--- config.mk ---
export PLATFORM = sky130hd
export DESIGN_NAME = io_bus_arbiter
export DESIGN_NICKNAME = d
export VERILOG_FILES = /design/src/rtl/io_bus_arbiter.sv
export SDC_FILE = /design/constraint.sdc
export NUM_CORES = 1
export LEC_CHECK = 0
export CAP_MARGIN = 20
export CORE_ASPECT_RATIO = 0.7
export CORE_UTILIZATION = 34
export CTS_CLUSTER_SIZE = 8
export DETAILED_ROUTE_END_ITERATION = 8
export PLACE_DENSITY = 0.7
export SLEW_MARGIN = 20
export SYNTH_ARGS = -nofsm -noshare
export SYNTH_HDL_FRONTEND = slang
export SYNTH_SLANG_ARGS = --single-unit
--- constraint.sdc ---
create_clock -name clk -period 1.7 [get_ports clk]
set_input_delay 0.17 -clock clk [delete_from_list [all_inputs] [get_ports clk]]
set_output_delay 0.17 -clock clk [all_outputs]
set_load 0.03 [all_outputs]
--- src/rtl/io_bus_arbiter.sv ---
// ---------------------------------------------------------------------------
// io_bus_arbiter
//
// Purpose:
//   Shares the single memory-mapped IO bus (0x40000xxx) between NUM_MASTERS
//   bus masters. The arbiter is registered and round-robin. Each transaction
//   moves IDLE -> ACTIVE -> RESP -> IDLE. The winner's address, write data
//   and operation are latched toward the slave. The slave's ack and read data
//   are routed back to the winner as a one-cycle pulse.
//
// Handshake:
//   A master raises m_read_i[i] or m_write_i[i] and holds it, with stable
//   m_addr_i/m_wdata_i, until it sees m_ack_o[i]. It must drop the request
//   the cycle after m_ack_o. The slave holds off s_ack_i until it is done.
//   s_ack_i is honoured only while a transaction is ACTIVE. s_rdata_i is
//   valid in the same cycle as s_ack_i.
//
// Ports:
//   clk, rst      system clock, synchronous active-high reset
//   m_read_i      per-master read request   [NUM_MASTERS]
//   m_write_i     per-master write request  [NUM_MASTERS]
//   m_addr_i      per-master address, master i at [32*i+31:32*i]
//   m_wdata_i     per-master write data, same packing
//   m_rdata_o     shared read data, valid with m_ack_o
//   m_ack_o       one-cycle completion pulse to the winner
//   m_err_o       one-cycle error pulse, coincident with m_ack_o
//   s_addr_o      slave address
//   s_wdata_o     slave write data
//   s_read_o      slave read strobe
//   s_write_o     slave write strobe
//   s_rdata_i     slave read data
//   s_ack_i       slave acknowledge
//   grant_o       one-hot current owner (0 in IDLE)
//   busy_o        high in ACTIVE and RESP
//
// Optional feature (macro IO_BUS_TIMEOUT_EN):
//   When the macro is defined, the arbiter counts ACTIVE cycles that pass
//   without s_ack_i. On the TIMEOUT_CYCLES-th such cycle it completes the
//   transaction with m_ack_o and m_err_o together and m_rdata_o = 32'hDEADBEEF.
//   When the macro is undefined, ACTIVE waits indefinitely and m_err_o is 0.
// ---------------------------------------------------------------------------
module io_bus_arbiter #(
    parameter int NUM_MASTERS    = 2,
    parameter int TIMEOUT_CYCLES = 255
) (
    input  logic                     clk,
    input  logic                     rst,
    input  logic [NUM_MASTERS-1:0]   m_read_i,
    input  logic [NUM_MASTERS-1:0]   m_write_i,
    input  logic [NUM_MASTERS*32-1:0] m_addr_i,
    input  logic [NUM_MASTERS*32-1:0] m_wdata_i,
    output logic [31:0]              m_rdata_o,
    output logic [NUM_MASTERS-1:0]   m_ack_o,
    output logic [NUM_MASTERS-1:0]   m_err_o,
    output logic [31:0]              s_addr_o,
    output logic [31:0]              s_wdata_o,
    output logic                     s_read_o,
    output logic                     s_write_o,
    input  logic [31:0]              s_rdata_i,
    input  logic                     s_ack_i,
    output logic [NUM_MASTERS-1:0]   grant_o,
    output logic                     busy_o
);

    localparam int PTR_W = (NUM_MASTERS > 1) ? $clog2(NUM_MASTERS) : 1;

    // Reject unsupported configurations at elaboration time.
    if (NUM_MASTERS < 2 || NUM_MASTERS > 8 || TIMEOUT_CYCLES < 1) begin : g_param_check
        $error("io_bus_arbiter: NUM_MASTERS must be 2..8 and TIMEOUT_CYCLES >= 1");
    end

    typedef enum logic [1:0] {
        ST_IDLE   = 2'd0,
        ST_ACTIVE = 2'd1,
        ST_RESP   = 2'd2
    } state_t;

    state_t                  state_q, state_d;
    logic [PTR_W-1:0]        rr_ptr_q, rr_ptr_d;
    logic [31:0]             s_addr_q, s_addr_d;
    logic [31:0]             s_wdata_q, s_wdata_d;
    logic                    s_read_q, s_read_d;
    logic                    s_write_q, s_write_d;
    logic [31:0]             m_rdata_q, m_rdata_d;
    logic [NUM_MASTERS-1:0]  m_ack_q, m_ack_d;
    logic [NUM_MASTERS-1:0]  grant_q, grant_d;
    logic                    busy_q, busy_d;

    logic [NUM_MASTERS-1:0]  req;
    logic                    win_found;
    logic [PTR_W-1:0]        win_idx;
    logic [PTR_W-1:0]        cand;
    logic [31:0]             sel_addr;
    logic [31:0]             sel_wdata;
    logic                    sel_read;
    logic                    sel_write;

`ifdef IO_BUS_TIMEOUT_EN
    // The counter is at least 8 bits and wide enough to reach TIMEOUT_CYCLES.
    localparam int TO_W = ($clog2(TIMEOUT_CYCLES + 1) > 8) ? $clog2(TIMEOUT_CYCLES + 1) : 8;

    logic [TO_W-1:0]         to_cnt_q, to_cnt_d;
    logic [NUM_MASTERS-1:0]  m_err_q, m_err_d;
    logic                    to_hit;

    // to_cnt_q counts the earlier ACK-less ACTIVE cycles. This cycle is the
    // TIMEOUT_CYCLES-th one when the count equals TIMEOUT_CYCLES-1.
    assign to_hit = (to_cnt_q == TO_W'(TIMEOUT_CYCLES - 1));
`endif

    assign req = m_read_i | m_write_i;

    // Round-robin search. Start at the master after the last winner and wrap
    // around. The last winner is examined last, so it cannot win again while
    // another master is waiting.
    always_comb begin
        win_found = 1'b0;
        win_idx   = '0;
        cand      = '0;
        for (int k = 1; k <= NUM_MASTERS; k++) begin
            cand = PTR_W'((int'(rr_ptr_q) + k) % NUM_MASTERS);
            if (!win_found && req[cand]) begin
                win_found = 1'b1;
                win_idx   = cand;
            end
        end
    end

    // Select the fields of the winning master.
    always_comb begin
        sel_addr  = '0;
        sel_wdata = '0;
        sel_read  = 1'b0;
        sel_write = 1'b0;
        for (int i = 0; i < NUM_MASTERS; i++) begin
            if (win_idx == PTR_W'(i)) begin
                sel_addr  = m_addr_i[32*i +: 32];
                sel_wdata = m_wdata_i[32*i +: 32];
                sel_read  = m_read_i[i];
                sel_write = m_write_i[i];
            end
        end
    end

    // Next-state and output logic. By default every register holds its value.
    always_comb begin
        state_d   = state_q;
        rr_ptr_d  = rr_ptr_q;
        s_addr_d  = s_addr_q;
        s_wdata_d = s_wdata_q;
        s_read_d  = s_read_q;
        s_write_d = s_write_q;
        m_rdata_d = m_rdata_q;
        m_ack_d   = m_ack_q;
        grant_d   = grant_q;
        busy_d    = busy_q;
`ifdef IO_BUS_TIMEOUT_EN
        to_cnt_d  = to_cnt_q;
        m_err_d   = m_err_q;
`endif

        case (state_q)
            ST_IDLE: begin
                if (win_found) begin
                    s_addr_d  = sel_addr;
                    s_wdata_d = sel_wdata;
                    // When read and write are both set, the write wins.
                    s_write_d = sel_write;
                    s_read_d  = sel_read & ~sel_write;
                    grant_d   = NUM_MASTERS'(1) << win_idx;
                    rr_ptr_d  = win_idx;
                    busy_d    = 1'b1;
                    state_d   = ST_ACTIVE;
`ifdef IO_BUS_TIMEOUT_EN
                    to_cnt_d  = '0;
`endif
                end
            end

            ST_ACTIVE: begin
                // Master inputs are not sampled here. The s_* outputs hold
                // until the slave acks. An ack in the same cycle as the
                // terminal count is a normal completion.
                if (s_ack_i) begin
                    m_rdata_d = s_rdata_i;
                    s_read_d  = 1'b0;
                    s_write_d = 1'b0;
                    m_ack_d   = grant_q;
                    state_d   = ST_RESP;
`ifdef IO_BUS_TIMEOUT_EN
                end else if (to_hit) begin
                    m_rdata_d = 32'hDEAD_BEEF;
                    s_read_d  = 1'b0;
                    s_write_d = 1'b0;
                    m_ack_d   = grant_q;
                    m_err_d   = grant_q;
                    state_d   = ST_RESP;
                end else begin
                    to_cnt_d  = to_cnt_q + TO_W'(1);
`endif
                end
            end

            ST_RESP: begin
                // The ack pulse is visible in this cycle. Requests seen here
                // are ignored; a request still high in IDLE is new work.
                m_ack_d   = '0;
                grant_d   = '0;
                s_addr_d  = '0;
                s_wdata_d = '0;
                busy_d    = 1'b0;
                state_d   = ST_IDLE;
`ifdef IO_BUS_TIMEOUT_EN
                m_err_d   = '0;
`endif
            end

            default: begin
                state_d = ST_IDLE;
            end
        endcase
    end

    always_ff @(posedge clk) begin
        if (rst) begin
            state_q   <= ST_IDLE;
            rr_ptr_q  <= PTR_W'(NUM_MASTERS - 1);
            s_addr_q  <= '0;
            s_wdata_q <= '0;
            s_read_q  <= 1'b0;
            s_write_q <= 1'b0;
            m_rdata_q <= '0;
            m_ack_q   <= '0;
            grant_q   <= '0;
            busy_q    <= 1'b0;
        end else begin
            state_q   <= state_d;
            rr_ptr_q  <= rr_ptr_d;
            s_addr_q  <= s_addr_d;
            s_wdata_q <= s_wdata_d;
            s_read_q  <= s_read_d;
            s_write_q <= s_write_d;
            m_rdata_q <= m_rdata_d;
            m_ack_q   <= m_ack_d;
            grant_q   <= grant_d;
            busy_q    <= busy_d;
        end
    end

`ifdef IO_BUS_TIMEOUT_EN
    always_ff @(posedge clk) begin
        if (rst) begin
            to_cnt_q <= '0;
            m_err_q  <= '0;
        end else begin
            to_cnt_q <= to_cnt_d;
            m_err_q  <= m_err_d;
        end
    end

    assign m_err_o = m_err_q;
`else
    assign m_err_o = '0;
`endif

    assign m_rdata_o = m_rdata_q;
    assign m_ack_o   = m_ack_q;
    assign s_addr_o  = s_addr_q;
    assign s_wdata_o = s_wdata_q;
    assign s_read_o  = s_read_q;
    assign s_write_o = s_write_q;
    assign grant_o   = grant_q;
    assign busy_o    = busy_q;

endmodule

==> flow_metrics.tcl, run 1 <==
set metrics [dict create \
    fin_hold_ws_ps 353.2 \
    dieHeight_um 106.6 \
    track_usage_pct 22.81 \
    layout-drive-gt1-share_pct 9.524 \
    layout.nets 1044 \
    rsz0062_at_grt "yes" \
    drc_errors 0 \
    synth.avg_cell_area_um2 8.433 \
    critPathKind "flip-flop to primary output" \
    synthXorXnorAreaFrac_pct 0 \
    worstHoldPathCells 3 \
    final_common_cell "clkdlybuf4s50_1" \
    post_drt_wl_per_cell_um 17.17 \
    r2r-end "s_wdata_o[27]" \
    grt.overflow.total 0 \
    finClkSkew_ps 10.03 \
    vdd.ir_drop.worst_uv 648.5 \
    cp_slowest_stage_delay_ps 720 \
    grt_pass1_vias 5461 \
    ant_nets 0 \
    dp_hpwl_mm 13.28 \
    slew_violations 0 \
    n_antenna_cell 0 \
    min_period_over_period_pct 95.24 \
    synth-simple-area-share_pct 20.16 \
    clkTransAtPathRegs_ps 90 \
    drt_wl_total_mm 18.49 \
    cp-start-kind "flip-flop" \
    setup_viol 0 \
    numCtsBuffers 9 \
    synth_top_area_cell "dfxtp_1" \
    port_buffers 269 \
    first_pass_iters 5 \
    syn_to_final_growth_pct 63.07 \
    synth_edf_count 0 \
    synthArstFlopShare_pct 0 \
    leakage_uw 0.003223 \
    hold_path_class "input pin to flip-flop" \
    holdCritStartpoint "s_rdata_i[8]" \
    yosysSeqAreaShare_pct 39.94 \
    start_util_pct 35.53 \
    place.gp.congestion 0.8166 \
    r2r_cells 4 \
    std_cell_rows 37 \
    cts-resized-gates 0 \
    syn_area_um2 5313 \
    synth_adder_area_share_pct 0 \
    dp_slack_ps -276.2 \
    netlist.area_leader.share_pct 39.94 \
    final_cell_mix "clkdlybuf4s50_1 (269), dfxtp_1 (104), inv_1 (93), nand2_1 (67), nor2_1 (49)" \
    worstPathCellList "clkdlybuf4s50_1" \
    power_density_nw_per_um2 886.5 \
    core_um2 14950 \
    io_pins 272 \
    r2r-start "state_q[1]" \
    grt_pass1_wl_mm 28.90 \
    dp_cells 1061 \
    status "finished, final reports clean" \
    clock_sinks 106 \
    stdcell_count 1077 \
    antenna_found_initial 0 \
    fin_ws_ps 80.95 \
    synth_top_family_by_area "compound AO/OA/AOI/OAI gates" \
    cts-root-buf "clkbuf_16" \
    max_freq_mhz 617.6 \
    vias_per_cell 5.207 \
    drt_iter0_drc 264 \
    drv_cap 0 \
    dieArea_um2 16140 \
    dieWidth_um 151.4 \
    reg2reg_slack_ps 80 \
    ys_seq_elements 106 \
    cts_tree "done" \
    end_kind "primary output" \
    muxShareOfSynthArea_pct 0 \
    worst-path-buf-inv 1 \
    grt_max_degree 49 \
    postCtsSetupRepairBufs 0 \
    critPathTopFamily "buffers and inverters" \
    design_power_total_uw 7680 \
    synth_cell_types 39 \
    cts_buffer_depth 2 \
    worstPathRequired_ps 1530 \
    min_period_ps 1619 \
    finalCoreUtilization_pct 57.94 \
    yosysWarnings 0 \
    final_hold_viol_count 0 \
    min_to "m_rdata_o[8]" \
    syn_inst 630 \
    cts_max_level 3 \
    ctsHoldBuffers 0 \
    vias 5608 \
    crit_slowest_cell "clkdlybuf4s50_1" \
    fillers 1347 \
    synthFlopType "dfxtp_1" \
    synth_compound_area_share_pct 26.73 \
    clock_latency_ps 340 \
    cp_max_fo 3 \
    critPathArrivalTime_ps 1450 \
    synth_area_leaders "dfxtp_1 (40%), a32o_1 (8.9%), inv_1 (6.6%), nor4_1 (5.4%), nand2_1 (4.8%)" \
]
worst max-delay path by stage:
stage                  from  cells past startpoint  slack, ps             to
2_1_floorplan    state_q[0]                      6        210  s_wdata_o[10]
3_3_place_gp    m_read_i[1]                      5        -90   s_wdata_o[1]
3_5_place_dp    m_read_i[1]                      5       -280  s_wdata_o[26]
4_1_cts          state_q[1]                      4          7  s_wdata_o[26]
5_1_grt          state_q[1]                      4        -50  s_wdata_o[18]
6_report       s_addr_o[24]                      1         80   s_addr_o[24]
flip-flops by register name, indices dropped and copies added (netlist names):
name	flops
state_q	2
s_addr_o	32
s_write_o	1
rr_ptr_q	1
s_read_o	1
m_rdata_o	32
busy_o	1
grant_o	2
m_ack_o	2
s_wdata_o	32
area by class of cell:
class,instances,area (um^2),share of cell area (%)
Clock buffer,9,225.2,2.600
Clock inverter,7,80.08,0.9243
Inverter,93,349.1,4.029
Multi-Input combinational cell,363,2535,29.26
Sequential cell,106,2125,24.52
Tap cell,195,244.0,2.816
Timing Repair Buffer,304,3105,35.85
routing by layer:
layer / vias up / track usage, % / routed length [um] / share of wire (%)
met5: - / 0 / 0 / 0
met4: 0 / 5.357 / 237 / 1.3
met2: 217 / 36.63 / 8411 / 45
li1: 2765 / - / - / -
met1: 2609 / 29.36 / 8046 / 44
met3: 17 / 7.532 / 1799 / 9.7
cell usage after synthesis (7+ instances only):
| library cell | instances |
|---|---|
| a32o_1 | 47 |
| nor4b_1 | 9 |
| nand2_1 | 68 |
| clkbuf_1 | 34 |
| nor4b_2 | 9 |
| a221o_1 | 18 |
| inv_1 | 93 |
| a2111oi_1 | 7 |
| buf_4 | 10 |
| nor4_1 | 46 |
| a2111oi_0 | 29 |
| a21oi_1 | 38 |
| nor2_1 | 50 |
| dfxtp_1 | 106 |
| a2111oi_2 | 10 |
| buf_2 | 20 |
through the flow:
step	area (um^2)	setup TNS, ps
6_report	8663	0
3_5_place_dp	8337	-5687
4_1_cts	8642	0
5_1_grt	8663	-757.9
3_3_place_gp	8337	-3595
2_1_floorplan	5316	0
cells by family after synthesis:
| kind of cell | after synthesis |
|---|---|
| and+or+nand+nor | 198 |
| AOI/OAI and AO/OA | 163 |
| DFF | 106 |
| buffers and inverters | 162 |
| other | 1 |
power breakdown:
group	leakage (uW)	switching, uW	internal (uW)
combinational	0.00220	1380	1250
clock	0.000146	1070	1050
sequential	0.000876	183	2740
No activity file was read; power rests on OpenSTA's default activity.
==> inputs of run 2 (changes only) <==
==> constraint.sdc (replaced) <==
create_clock -name clk -period 1.79 [get_ports clk]
set_input_delay 0.179 -clock clk [delete_from_list [all_inputs] [get_ports clk]]
set_output_delay 0.179 -clock clk [all_outputs]
set_load 0.03 [all_outputs]
==> run 2 against run 1 <==
Largest power group unchanged; critical path type is now flip-flop to flip-flop; sequential power decreased by 5%; first-iteration DRC count increased by 11%; die area unchanged; critical path depth increased by 3; sequential cell count unchanged.
==> flow_metrics.tcl, run 2 (synthesized netlist as in run 1, its figures left out) <==
set metrics [dict create \
    status "finished, final reports clean" \
    cts_tree "done" \
    track_usage_pct 22.90 \
    drt_wl_total_mm 18.61 \
    worstPathRequired_ps 2030 \
    first_pass_iters 4 \
    fin_setup_tns_ps 0 \
    layout-drive-gt1-share_pct 8.770 \
    vias 5590 \
    grt_pass1_vias 5513 \
    drv_cap 0 \
    leakage_uw 0.003197 \
    n_antenna_cell 0 \
    grt_pass1_wl_mm 28.83 \
    vdd.ir_drop.worst_uv 432.6 \
    r2r-start "state_q[1]" \
    hold_path_class "input pin to flip-flop" \
    place.gp.congestion 0.8045 \
    post_drt_wl_per_cell_um 17.34 \
    max_freq_mhz 611.3 \
    design_power_total_uw 7244 \
    worstSetupStartpoint "state_q[1]" \
    dp_slack_ps -150.6 \
    fin_hold_ws_ps 372.3 \
    std_cell_rows 37 \
    final_common_cell "clkdlybuf4s50_1" \
    min_period_over_period_pct 91.39 \
    holdCritStartpoint "s_rdata_i[8]" \
    cp-start-kind "flip-flop" \
    fin_ws_ps 154.1 \
    drt_iter0_drc 292 \
    final_hold_viol_count 0 \
    cts_max_level 3 \
    dieHeight_um 106.6 \
    end_kind "flip-flop" \
    dieArea_um2 16140 \
    antenna_found_initial 0 \
    min_period_ps 1636 \
    dp_hpwl_mm 13.06 \
    critPathArrivalTime_ps 1870 \
    ant_nets 0 \
    setup_viol 0 \
    grt.overflow.total 0 \
    drc_errors 0 \
    slew_violations 0 \
    final_cell_mix "clkdlybuf4s50_1 (269), dfxtp_1 (104), inv_1 (93), nand2_1 (67), nor2_1 (49)" \
    cp_max_fo 27 \
    critPathKind "flip-flop to flip-flop" \
    rsz0062_at_grt "no" \
    power_density_nw_per_um2 841.2 \
    cts_buffer_depth 2 \
    cts-root-buf "clkbuf_16" \
    port_buffers 269 \
    grt_max_degree 54 \
    dieWidth_um 151.4 \
    vias_per_cell 5.210 \
    numCtsBuffers 9 \
    core_um2 14950 \
    worstPathCellList "or2_2 > buf_4 > a21o_1 > a211o_1" \
    cp_slowest_stage_delay_ps 400 \
    finClkSkew_ps 5.437 \
    clkTransAtPathRegs_ps 80 \
    io_pins 272 \
    crit_slowest_cell "dfxtp_2" \
    syn_to_final_growth_pct 62.08 \
    start_util_pct 35.53 \
    layout.nets 1040 \
    clock_latency_ps 350 \
    clock_sinks 106 \
    ctsHoldBuffers 0 \
]
-- run 2: critical path, delay by kind of cell (launching register included) --
kind | cells | cell delay [ps]
buffers and inverters | 1 | 260
DFF | 1 | 400
AOI/OAI and AO/OA | 2 | 520
and+or+nand+nor | 1 | 350
-- run 2: timing repair --
item                       CTS  global route
buffers inserted             0             0
gates resized for setup      0             2
setup endpoints to repair    0             2
-- run 2: stage by stage --
step	utilization, %	instances	area, um^2
floorplan	-	631	5316
global placement	55.55	1057	8307
detailed placement	55.55	1057	8307
CTS	57.55	1073	8606
global route	57.59	1073	8611
finish	57.59	1073	8611
-- run 2: layer usage --
| metal | global-route usage (%) | vias to the layer above | part of all wire [%] |
|---|---|---|---|
| met5 | 0 | - | 0 |
| li1 | - | 2763 | - |
| met4 | 5.214 | 0 | 1.2 |
| met1 | 29.64 | 2580 | 44 |
| met2 | 36.63 | 228 | 45 |
| met3 | 7.574 | 19 | 10 |
-- run 2: final cells by class --
cell class | instances | area, um^2
inverters | 93 | 349.1
flip-flops and latches | 106 | 2125
repair buffers | 300 | 3079
clock buffers | 11 | 252.7
multi-input cells | 363 | 2515
well taps | 195 | 244.0
fillers | 1338 | 6342
clock inverters | 5 | 46.29
-- run 2: final timing paths --
| kind | to | slack (ps) | depth (start not counted) |
|---|---|---|---|
| hold reg to reg | m_rdata_o[17] | 450 | 2 |
| setup reg to reg | rr_ptr_q | 150 | 4 |
| hold / removal | m_rdata_o[8] | 370 | 3 |
| setup / recovery | rr_ptr_q | 150 | 4 |
-- run 2: power breakdown --
group          internal, uW  switching [uW]
registers              2610             170
clock network          1040             946
logic                  1170            1300
==> inputs of run 3 (changes only) <==
--- a/config.mk
+++ b/config.mk
@@ -10,8 +10,8 @@
 export CORE_UTILIZATION = 34
 export CTS_CLUSTER_SIZE = 8
 export DETAILED_ROUTE_END_ITERATION = 8
-export PLACE_DENSITY = 0.7
-export SLEW_MARGIN = 20
+export PLACE_DENSITY = 0.66
+export SLEW_MARGIN = 25
 export SYNTH_ARGS = -nofsm -noshare
 export SYNTH_HDL_FRONTEND = slang
 export SYNTH_SLANG_ARGS = --single-unit
==> run 3 against run 2 <==
First-iteration DRC count up 5.1%; critical path depth down 3; hold slack worse by 3.3 ps; wire length up 1.4%; global-route usage up 0.30 points; register-to-register slack about the same; sequential power about the same; final area about the same; critical endpoint is now s_read_o; largest power group unchanged.
==> flow_metrics.tcl, run 3 (synthesized netlist as in run 1, its figures left out) <==
set metrics [dict create \
    core_um2 14950 \
    crit_end "s_read_o" \
    postCtsSetupRepairBufs 0 \
    stdcell_count 1077 \
    worst-path-buf-inv 1 \
    drt_wl_total_mm 18.88 \
    crit_cells 1 \
    crit_slowest_cell "clkdlybuf4s50_1" \
    vias_per_cell 5.289 \
    critPathTopFamily "buffers and inverters" \
    cts-root-buf "clkbuf_16" \
    dieArea_um2 16140 \
    grt_use_met1_pct 28.67 \
    critPathKind "flip-flop to primary output" \
    cts_max_level 3 \
    dieHeight_um 106.6 \
    numCtsBuffers 9 \
    cts_tree "done" \
    grt.overflow.total 0 \
    fin_area_um2 8608 \
    setup_viol 0 \
    min_period_ps 1660 \
    min_period_over_period_pct 92.75 \
    first_pass_iters 5 \
    end_kind "primary output" \
    place_area_um2 8337 \
    layout-drive-gt1-share_pct 8.967 \
    rsz0062_at_grt "no" \
    final_hold_viol_count 0 \
    syn_to_final_growth_pct 62.03 \
    max_freq_mhz 602.3 \
    port_buffers 269 \
    grt_use_met2_pct 38.71 \
    vdd.ir_drop.worst_uv 448.4 \
    finClkSkew_ps 7.153 \
    worstPathRequired_ps 1610 \
    cts-resized-gates 0 \
    cp_slowest_stage_delay_ps 720 \
    grt_pass1_vias 5658 \
    drv_cap 0 \
    critPathArrivalTime_ps 1480 \
    drt_iter0_drc 307 \
    clkTransAtPathRegs_ps 70 \
    vias 5696 \
    r2r-start "state_q[1]" \
    dp_cells 1061 \
    ctsHoldBuffers 0 \
    track_usage_pct 23.21 \
    dieWidth_um 151.4 \
    r2r_cells 4 \
    hold_path_class "input pin to flip-flop" \
    cts_buffer_depth 2 \
    worstPathCellList "clkdlybuf4s50_1" \
    start_util_pct 35.53 \
    layout.nets 1044 \
    leakage_uw 0.003200 \
    final_cell_mix "clkdlybuf4s50_1 (269), dfxtp_1 (104), inv_1 (93), nand2_1 (67), nor2_1 (49)" \
    grt.busiest_layer "met2" \
    ant_nets 0 \
    fin_hold_ws_ps 369.0 \
    std_cell_rows 37 \
    final_common_cell "clkdlybuf4s50_1" \
    grt_util_met3_pct 7.234 \
    worstSetupStartpoint "s_read_o" \
    cp-start-kind "flip-flop" \
    status "finished, final reports clean" \
    post_drt_wl_per_cell_um 17.53 \
    clock_latency_ps 350 \
    cp_max_fo 2 \
    power_density_nw_per_um2 831.0 \
    antenna_found_initial 1 \
    place.gp.congestion 0.8626 \
    grt_max_degree 42 \
    reg2reg_slack_ps 140 \
    grt_pass1_wl_mm 29.10 \
    slew_violations 0 \
    clock_sinks 106 \
    r2r-end "s_wdata_o[28]" \
    dp_hpwl_mm 13.62 \
    io_pins 272 \
    drc_errors 0 \
]
[run 3: layer usage]
metal | up-vias | part of all wire, %
met3 | 19 | 9.5
met5 | - | 0
met4 | 0 | 1.2
met1 | 2674 | 43
li1 | 2769 | -
met2 | 234 | 47
[run 3: layout make-up]
type	count	area (um^2)
diodes	1	2.502
well taps	195	244.0
clock buffers	10	229.0
flip-flops and latches	106	2125
clock inverters	5	40.04
repair buffers	304	3105
inverters	93	349.1
multi-input cells	363	2514
fillers	1350	6345
[run 3: power breakdown]
group / switching (uW) / internal [uW] / leakage (uW)
clock: 926 / 950 / 0.000127
sequential: 182 / 2610 / 0.000876
combinational: 1310 / 1180 / 0.00220
[run 3: per-stage QoR]
stage,setup TNS [ps],total power (uW),util [%],setup WS [ps]
after detailed placement,-948.7,5332,55.75,-138.0
after global routing,0,7496,57.57,40.44
final,0,7153,57.57,129.8
after global placement,0,5278,55.75,11.97
after floorplan,0,4151,-,302.0
after CTS,0,7209,57.55,120.2
[run 3: worst min path at each step]
| stage | endpoint | startpoint | depth (start not counted) |
|---|---|---|---|
| final | m_rdata_o[29] | s_rdata_i[29] | 3 |
| after floorplan | m_rdata_o[0] | s_rdata_i[0] | 2 |
| after global routing | m_rdata_o[22] | s_rdata_i[22] | 3 |
| after detailed placement | m_rdata_o[19] | m_rdata_o[19] | 2 |
| after CTS | m_rdata_o[0] | s_rdata_i[0] | 3 |
| after global placement | m_rdata_o[22] | m_rdata_o[22] | 2 |
